**src/rtl/wb_port_arbiter_pkg.sv**
```systemverilog
// wb_port_arbiter_pkg: shared widths and default sizing for the writeback port arbiter
package wb_port_arbiter_pkg;
   localparam int WBARB_DATA_W       = 32;
   localparam int WBARB_REG_ADDR_W   = 5;
   localparam int WBARB_FIFO_DEPTH   = 4;
   localparam int WBARB_STARVE_LIMIT = 8;
endpackage

```
**src/rtl/wb_result_fifo.sv**
```systemverilog
// wb_result_fifo: buffered long-latency results with per-entry live bits and parallel address compares
module wb_result_fifo
   import wb_port_arbiter_pkg::*;
#(
   parameter int DATA_W     = WBARB_DATA_W,
   parameter int REG_ADDR_W = WBARB_REG_ADDR_W,
   parameter int DEPTH      = WBARB_FIFO_DEPTH
) (
   input  logic                  clk,
   input  logic                  rst,
   input  logic                  push,
   input  logic [REG_ADDR_W-1:0] push_addr,
   input  logic [DATA_W-1:0]     push_data,
   input  logic                  pop,
   input  logic                  kill,
   input  logic [REG_ADDR_W-1:0] kill_addr,
   input  logic [REG_ADDR_W-1:0] hz_addr,
   output logic                  empty,
   output logic                  full,
   output logic                  head_live,
   output logic [REG_ADDR_W-1:0] head_addr,
   output logic [DATA_W-1:0]     head_data,
   output logic                  hz_match
);
   localparam int PTR_W = $clog2(DEPTH);
   logic [REG_ADDR_W-1:0] addr_q [DEPTH];
   logic [DATA_W-1:0]     data_q [DEPTH];
   logic [DEPTH-1:0]      live_q, kill_hit, hz_hit;
   logic [PTR_W-1:0]      wr_ptr, rd_ptr;
   logic [PTR_W:0]        count;
   assign empty     = count == '0;
   assign full      = count == (PTR_W+1)'(DEPTH);
   assign head_live = live_q[rd_ptr];
   assign head_addr = addr_q[rd_ptr];
   assign head_data = data_q[rd_ptr];
   assign hz_match  = |hz_hit;
   // compare every live entry against the kill and lookup addresses in parallel
   always_comb begin
      kill_hit = '0;
      hz_hit   = '0;
      for (int i = 0; i < DEPTH; i++) begin
         kill_hit[i] = live_q[i] && addr_q[i] == kill_addr;
         hz_hit[i]   = live_q[i] && addr_q[i] == hz_addr;
      end
   end
   // storage and pointers; a same-cycle push lands after the kill so it stays live
   always_ff @(posedge clk) begin
      if (rst) begin
         wr_ptr <= '0;
         rd_ptr <= '0;
         count  <= '0;
         live_q <= '0;
      end else begin
         if (kill) live_q <= live_q & ~kill_hit;
         if (pop) begin
            live_q[rd_ptr] <= 1'b0;
            rd_ptr         <= rd_ptr + PTR_W'(1);
         end
         if (push) begin
            addr_q[wr_ptr] <= push_addr;
            data_q[wr_ptr] <= push_data;
            live_q[wr_ptr] <= 1'b1;
            wr_ptr         <= wr_ptr + PTR_W'(1);
         end
         count <= count + {{PTR_W{1'b0}}, push} - {{PTR_W{1'b0}}, pop};
      end
   end
endmodule

```
**src/rtl/wb_port_arbiter.sv**
```systemverilog
// wb_port_arbiter: shares the regfile write port between pipeline writeback and buffered long-latency results
module wb_port_arbiter
   import wb_port_arbiter_pkg::*;
#(
   parameter int DATA_W       = WBARB_DATA_W,
   parameter int REG_ADDR_W   = WBARB_REG_ADDR_W,
   parameter int FIFO_DEPTH   = WBARB_FIFO_DEPTH,
   parameter int STARVE_LIMIT = WBARB_STARVE_LIMIT
) (
   input  logic                  clk,
   input  logic                  rst,
   input  logic                  pipe_wr,
   input  logic [REG_ADDR_W-1:0] pipe_addr,
   input  logic [DATA_W-1:0]     pipe_data,
   input  logic                  lu_valid,
   output logic                  lu_ready,
   input  logic [REG_ADDR_W-1:0] lu_addr,
   input  logic [DATA_W-1:0]     lu_data,
   output logic                  stall_req,
   output logic                  regfile_wr,
   output logic [REG_ADDR_W-1:0] regfile_addr_wr,
   output logic [DATA_W-1:0]     regfile_data_wr,
   input  logic [REG_ADDR_W-1:0] hz_addr,
   output logic                  hz_pending
);
   localparam int CNT_W = $clog2(STARVE_LIMIT + 1);
   localparam logic [CNT_W-1:0] LIMIT = CNT_W'(STARVE_LIMIT);
   logic                  push, pop, empty, full, head_live, hz_match, stall_d;
   logic [REG_ADDR_W-1:0] head_addr;
   logic [DATA_W-1:0]     head_data;
   logic [CNT_W-1:0]      starve_q, starve_d;
   // writes to r0 are handshaken but never buffered
   assign lu_ready = !full;
   assign push     = lu_valid && lu_ready && lu_addr != '0;
   assign pop      = !pipe_wr && !empty;
   wb_result_fifo #(.DATA_W(DATA_W), .REG_ADDR_W(REG_ADDR_W), .DEPTH(FIFO_DEPTH)) u_fifo (
      .clk       (clk),
      .rst       (rst),
      .push      (push),
      .push_addr (lu_addr),
      .push_data (lu_data),
      .pop       (pop),
      .kill      (pipe_wr && pipe_addr != '0),
      .kill_addr (pipe_addr),
      .hz_addr   (hz_addr),
      .empty     (empty),
      .full      (full),
      .head_live (head_live),
      .head_addr (head_addr),
      .head_data (head_data),
      .hz_match  (hz_match)
   );
   // pipeline owns the port; a killed head drains without writing
   always_comb begin
      regfile_wr      = pipe_wr || (pop && head_live);
      regfile_addr_wr = pipe_wr ? pipe_addr : head_addr;
      regfile_data_wr = pipe_wr ? pipe_data : head_data;
      hz_pending      = hz_addr != '0 && (hz_match || (push && lu_addr == hz_addr));
      starve_d        = (empty || pop) ? '0 : (starve_q == LIMIT ? starve_q : starve_q + CNT_W'(1));
      stall_d         = !pop && !empty && (stall_req || starve_d == LIMIT);
   end
   // starvation counter and the registered stall request it raises
   always_ff @(posedge clk) begin
      if (rst) begin
         starve_q  <= '0;
         stall_req <= 1'b0;
      end else begin
         starve_q  <= starve_d;
         stall_req <= stall_d;
      end
   end
endmodule

```
**config.mk**
```make
export PLATFORM = sky130hd
export DESIGN_NAME = wb_port_arbiter
export DESIGN_NICKNAME = d
export VERILOG_FILES = /design/src/rtl/wb_port_arbiter_pkg.sv /design/src/rtl/wb_result_fifo.sv /design/src/rtl/wb_port_arbiter.sv
export SDC_FILE = /design/constraint.sdc
export NUM_CORES = 1
export LEC_CHECK = 0
export CAP_MARGIN = 25
export CORE_MARGIN = 10
export CORE_UTILIZATION = 44
export DETAILED_ROUTE_END_ITERATION = 6
export GPL_TIMING_DRIVEN = 0
export PLACE_DENSITY = 0.8
export SYNTH_ARGS = -nofsm -noshare
export SYNTH_HDL_FRONTEND = slang
export SYNTH_SLANG_ARGS = --single-unit
```
**constraint.sdc**
```tcl
create_clock -name clk -period 2.7 [get_ports clk]
set_input_delay 0.54 -clock clk [delete_from_list [all_inputs] [get_ports clk]]
set_output_delay 0.54 -clock clk [all_outputs]
set_load 0.005 [all_outputs]
```
Yosys cells after proc, flatten, opt, wreduce, memory -nomap -nowiden

Memory sizes are Yosys's and may differ from the RTL's. A register that Yosys moved wholly into a read port is not among the register bits.
Cells that the tools add are included.

Bits in latches: 0
Memories: 2
RAM bits: 148
Input port bits: 83
Register bits after elaboration: 16
ROM bits: 0

Add/subtract/negate cells: 5
Divide/modulo/power cells: 0
Mux-type cells: 22
Equal/unequal tests: 12
Bitwise operators: 5
Shift-type cells: 0
Order comparisons: 4
Reduce and logical (&&, ||, !) cells: 32
Multipliers: 0

Memories:

| name          | words | bits a word | rd ports | clocked after Yosys merged registers in | write ports | RTL line             | text |
|---|---|---|---|---|---|---|---|
| u_fifo.data_q | 4     | 32          | 1        | 1                                       | 1           | wb_result_fifo.sv:27 | `logic [DATA_W-1:0] data_q [DEPTH];` |
| u_fifo.addr_q | 4     | 5           | 5        | 1                                       | 1           | wb_result_fifo.sv:26 | `logic [REG_ADDR_W-1:0] addr_q [DEPTH];` |

Operators with widths:

| kind                                                | number |
|---|---|
| == test 5 bit                                       | 9 |
| 2-to-1 mux 32 bit                                   | 1 |
| 2-to-1 mux 4 bit                                    | 7 |
| logical AND 1 bit                                   | 19 |
| nonzero test 5 bit                                  | 3 |
| bitwise AND 4 bit                                   | 2 |
| == test 4 bit, second input constant                | 2 |
| 2-to-1 mux 2 bit                                    | 4 |
| inverter 4 bit                                      | 2 |
| < comparator 2 x 3 -> 1 bit, second input constant  | 2 |
| 2-to-1 mux 1 bit                                    | 6 |
| 2-to-1 mux 5 bit                                    | 1 |
| adder 2 x 1 -> 2 bit, second input constant         | 2 |
| adder 4 x 1 -> 4 bit, second input constant         | 1 |
| demux 1 bit (select 2 bit)                          | 2 |
| >= comparator 2 x 1 -> 1 bit, second input constant | 2 |
| logical NOT 1 bit                                   | 4 |
| logical OR 1 bit                                    | 4 |
| OR 4 bit                                            | 1 |
| OR reduction 4 bit                                  | 1 |
| adder 3 x 1 -> 3 bit                                | 1 |
| == test 3 bit, second input constant                | 1 |
| logical NOT 3 bit                                   | 1 |
| subtractor 3 x 1 -> 3 bit                           | 1 |
| binary-select mux 1 bit (select 2 bit)              | 1 |

Logic depth before layout (Yosys ltp)

Word-level depth: 11
Gate-level depth with buffers: 10

Cells and area by module

From an unflattened synthesis, not the netlist that was laid out.

Cells, all modules: 402
Area, all modules: 7254.5 um^2

Modules (own cells, without submodules):

| module          | area an instance (um^2) | instances | cells each |
|---|---|---|---|
| wb_result_fifo  | 6447.4                  | 1         | 315 |
| wb_port_arbiter | 807.0                   | 1         | 87 |

Least setup slack after synthesis

No wires, ideal clock.

Kind: input -> register
Start: in lu_addr[1]
End: mem u_fifo.addr_q[0][0] in the netlist's numbering (enable)
Setup slack: 0.278 ns
Setup time: 0.428 ns
Stages: 4
Data arrival time: 1.994 ns
Cell sequence: or4_1 -> o211ai_1 -> nor2_1 -> and2_1

Longest elaborated chain between the ends: 5

RTL lines:

| what                                   | RTL line              | text |
|---|---|---|
| start, declared                        | wb_port_arbiter.sv:17 | `input logic [REG_ADDR_W-1:0] lu_addr,` |
| nonzero test 5 bit                     | wb_port_arbiter.sv:34 | `assign push = lu_valid && lu_ready && lu_addr != '0;` |
| logical AND 1 bit                      | wb_port_arbiter.sv:34 |  |
| 2-to-1 mux 1 bit                       | wb_result_fifo.sv:59  | `if (push) begin` |
| 2-to-1 mux 1 bit                       | wb_result_fifo.sv:48  | `if (rst) begin` |
| 2-to-1 mux 1 bit (not written as such) | wb_result_fifo.sv:60  | `addr_q[wr_ptr] <= push_addr;` |
| end, declared                          | wb_result_fifo.sv:26  |  |

Every way passes these cells.

==> results.py <==
metrics = {
    "layout": {
        "syn2layout_area_growth_pct": 29.91,
        "utilization_pct": 57.90,
        "fin_cells": 801,
        "fillers": 1251,
        "most-common-layout-cells": "edfxtp_1 (148), clkdlybuf4s50_1 (69), xor2_1 (41)",
        "drive_gt1_share_pct": 30.29,
        "num_antenna_cells": 0,
        "mostFrequentLayoutCell": "edfxtp_1",
        "fin_nets": 664,
    },
    "status": {
        "status": "finished, final reports clean",
    },
    "synthesis": {
        "syn_area_sq_um": 7338,
        "synth_xor_xnor_area_share_pct": 6.087,
        "synthCells": 417,
        "synth.distinct_cells": 38,
        "synthAdderAreaFrac_pct": 2.319,
        "syn-num-nets": 513,
        "yosysTopAreaCell": "edfxtp_1",
        "ys_top_cells_by_area": "edfxtp_1 (61%), mux4_2 (12%), mux2_2 (5.8%)",
        "synth_top_area_share_pct": 60.56,
        "ys.warnings.count": 0,
        "syn_avg_cell_area_sq_um": 17.60,
        "synth_top_family_by_area": "multiplexers",
        "synthSimpleGateAreaFrac_pct": 4.194,
        "seq_area_frac_synth_pct": 65.47,
        "synth_seq_cells": 166,
        "muxShareOfSynthArea_pct": 17.49,
        "synth_compound_area_share_pct": 1.671,
    },
    "clocking": {
        "numCtsBuffers": 17,
        "htree_levels": 4,
        "hold_buffers": 0,
        "insertion_delay_ns": 0.42,
        "clockBufferDepth": 2,
        "cts_tree": "built",
        "cts.sinks": 166,
        "root_buffer": "clkbuf_16",
        "clk_pin_slew_worst_paths_ns": 0.06,
    },
    "timing": {
        "finalCriticalPeriod_ns": 2.668,
        "setup_viol": 0,
        "final.setup_skew_ns": 0.008489,
        "rsz0062_at_grt": "true",
        "hold-worst-slack_ns": 0.3963,
        "fin_crit_sh_pct": 98.81,
        "slew_viol_final": 0,
        "tightest_slew_ns": 0.8196,
        "maxClockFrequency_ghz": 0.3748,
        "maxSlewHeadroom_pct": 45.36,
        "finalHoldViolCount": 0,
    },
    "global_route": {
        "overflow": 0,
        "grt_pass1_wl_microns": 26370,
        "grt_antenna_before_repair": 0,
        "grt_max_degree": 21,
        "grt.total_usage_pct": 15.72,
        "grt_pass1_vias": 4726,
    },
    "critical_path": {
        "timing.rr.end": "u_fifo.count[2]$_SDFF_PP0_",
        "reg2reg_depth": 10,
        "endpoint_kind": "primary output",
        "start_kind": "flip-flop",
        "cp_max_fo": 9,
        "required_ns": 2.16,
        "crit-reg2reg-launch": "u_fifo.count[2]$_SDFF_PP0_",
        "worstPathArrival_ns": 2.13,
        "critPathKind": "reg2out",
        "r2r_slack_ns": 0.32,
    },
    "floorplan": {
        "initial_core_util_pct": 44.57,
        "rows": 47,
        "io_pins": 124,
        "dieArea_sq_um": 22240,
        "die_h_microns": 149.1,
        "dieWidth_microns": 149.1,
        "core_sq_um": 16470,
    },
    "pwr": {
        "p_int_mw": 5.350,
        "switching_power_mw": 1.848,
        "p_total_mw": 7.198,
        "pwr-share-seq_pct": 42.9,
        "max-vdd-ir-drop_mv": 0.4731,
        "clkPwrFrac_pct": 30.7,
        "sw_frac_of_total_pct": 25.68,
        "power_density_nw_per_um2": 755.1,
        "comb_power_share_pct": 26.4,
        "p_leak_nw": 3.272,
    },
    "min_path": {
        "whs_endpoint": "u_fifo.addr_q[3][3]$_DFFE_PP_",
        "min_from": "lu_addr[3]",
        "hold_path_depth": 1,
        "min_path_type": "in2reg",
    },
    "route": {
        "dr.pass1.iters": 4,
        "finalWirelength_microns": 17020,
        "via_count": 4181,
        "drc": 0,
        "wl_per_cell_microns": 21.25,
        "avgViaCountPerCell": 5.220,
        "drtIter0Drc": 307,
        "ant_nets": 0,
    },
    "placement": {
        "globalplace.congestion": 0.8616,
        "dpl.hpwl_microns": 11610,
        "placed_cells": 753,
        "portBuffers": 112,
    },
    "job": {
        "maxCapViolations": 0,
    },
}
[state kept, by name (all words and copies together) (netlist names), named ones only]
signal         cells
u_fifo.rd_ptr      2
u_fifo.addr_q     20
starve_q           4
u_fifo.wr_ptr      2
stall_req          1
u_fifo.live_q      4
u_fifo.count       3
u_fifo.data_q    128
[cell families after synthesis]
| kind of cell | after synthesis |
|---|---|
| AO/OA/AOI/OAI | 18 |
| AND/OR/NAND/NOR | 58 |
| flip-flops | 166 |
| adder cells (fa/ha/maj) | 13 |
| multiplexers | 76 |
| XOR/XNOR | 51 |
| buffers and inverters | 35 |
[power by group through the flow]
| stage | Combinational (mW) | Sequential (mW) | Clock [mW] |
|---|---|---|---|
| floorplan | 1.04 | 3.11 | 0 |
| global placement | 1.68 | 3.13 | 0 |
| detailed placement | 1.74 | 3.13 | 0 |
| CTS | 1.92 | 3.08 | 2.26 |
| global route | 2.07 | 3.11 | 2.38 |
| finish | 1.90 | 3.09 | 2.21 |
[layer usage]
metal / track usage [%] / vias to the layer above / share of wire [%] / routed length (microns)
li1: - / 1919 / - / -
met5: 0 / - / 0 / 0
met1: 17.49 / 2109 / 39 / 6603
met4: 4.416 / 0 / 1.9 / 319
met2: 27.80 / 127 / 53 / 8992
met3: 5.583 / 26 / 6.5 / 1105
[through the flow]
stage,cell area (sq um),setup TNS [ns],setup WS (ns)
after floorplan,7338,0,0.2778
after global placement,8735,-178.97,-1.168
after detailed placement,8827,-77.41,-0.7954
after CTS,9573,-0.1905,-0.1074
after global routing,9533,-0.1436,-0.05933
final,9533,0,0.03226
[worst max-delay path: stages (launching register included)]
cell,delay (ns)
dfxtp_2,0.35
buf_12,0.14
buf_12,0.14
buf_6,0.11
mux4_2,0.49
mux2_2,0.27
clkdlybuf4s15_2,0.21
[timing repair]
| item | in CTS | in global routing |
|---|---|---|
| gates resized for setup | 100 | 39 |
| setup endpoints to repair | 120 | 30 |
| pin swaps | 1 | 3 |
| setup buffers | 11 | 4 |
| gates cloned | 1 | 0 |
[worst max-delay path by stage]
stage                                      to        from
2_1_floorplan   u_fifo.addr_q[0][0]$_DFFE_PP_  lu_addr[1]
3_3_place_gp   u_fifo.data_q[0][13]$_DFFE_PP_  lu_addr[2]
3_5_place_dp                       hz_pending  lu_addr[2]
4_1_cts                   regfile_data_wr[31]   flip-flop
5_1_grt                   regfile_data_wr[11]   flip-flop
6_report                  regfile_data_wr[15]   flip-flop
[layout make-up]
type                       instances  area [sq um]  share of cell area [%]
multi-input combinational        216          2370                   24.86
clock inverter                    13         108.9                   1.142
tap                              220         275.3                   2.888
sequential                       166          4807                   50.43
timing repair buffer             132          1261                   13.23
clock buffer                      19         432.9                   4.541
buffer                            24         236.5                   2.481
inverter                          11         41.29                  0.4331
[synthesized netlist by cell type]
master    count
edfxtp_1    148
xor2_1       41
mux2_2       38
mux4_2       38
dfxtp_1      18
nand2_1      14
ha_1         12
nor2_1       11
inv_1        10
xnor2_1      10
clkbuf_1      9
a21oi_1       7
buf_6         6
nand3_1       6
or4_1         6
and2_1        5
nor4_1        5
buf_4         4
o311ai_1      4
buf_1         3
nor3_1        3
nor3b_1       3
a21o_1        1
clkbuf_2      1
clkbuf_8      1
fa_1          1
inv_2         1
nand4_1       1
nor2_2        1
nor2b_1       1
o211ai_1      1
o21a_1        1
o21ai_0       1
o21ai_2       1
o21bai_1      1
o22a_1        1
or3b_2        1
or4_4         1
Note: power is estimated with default switching activity, not from simulation.
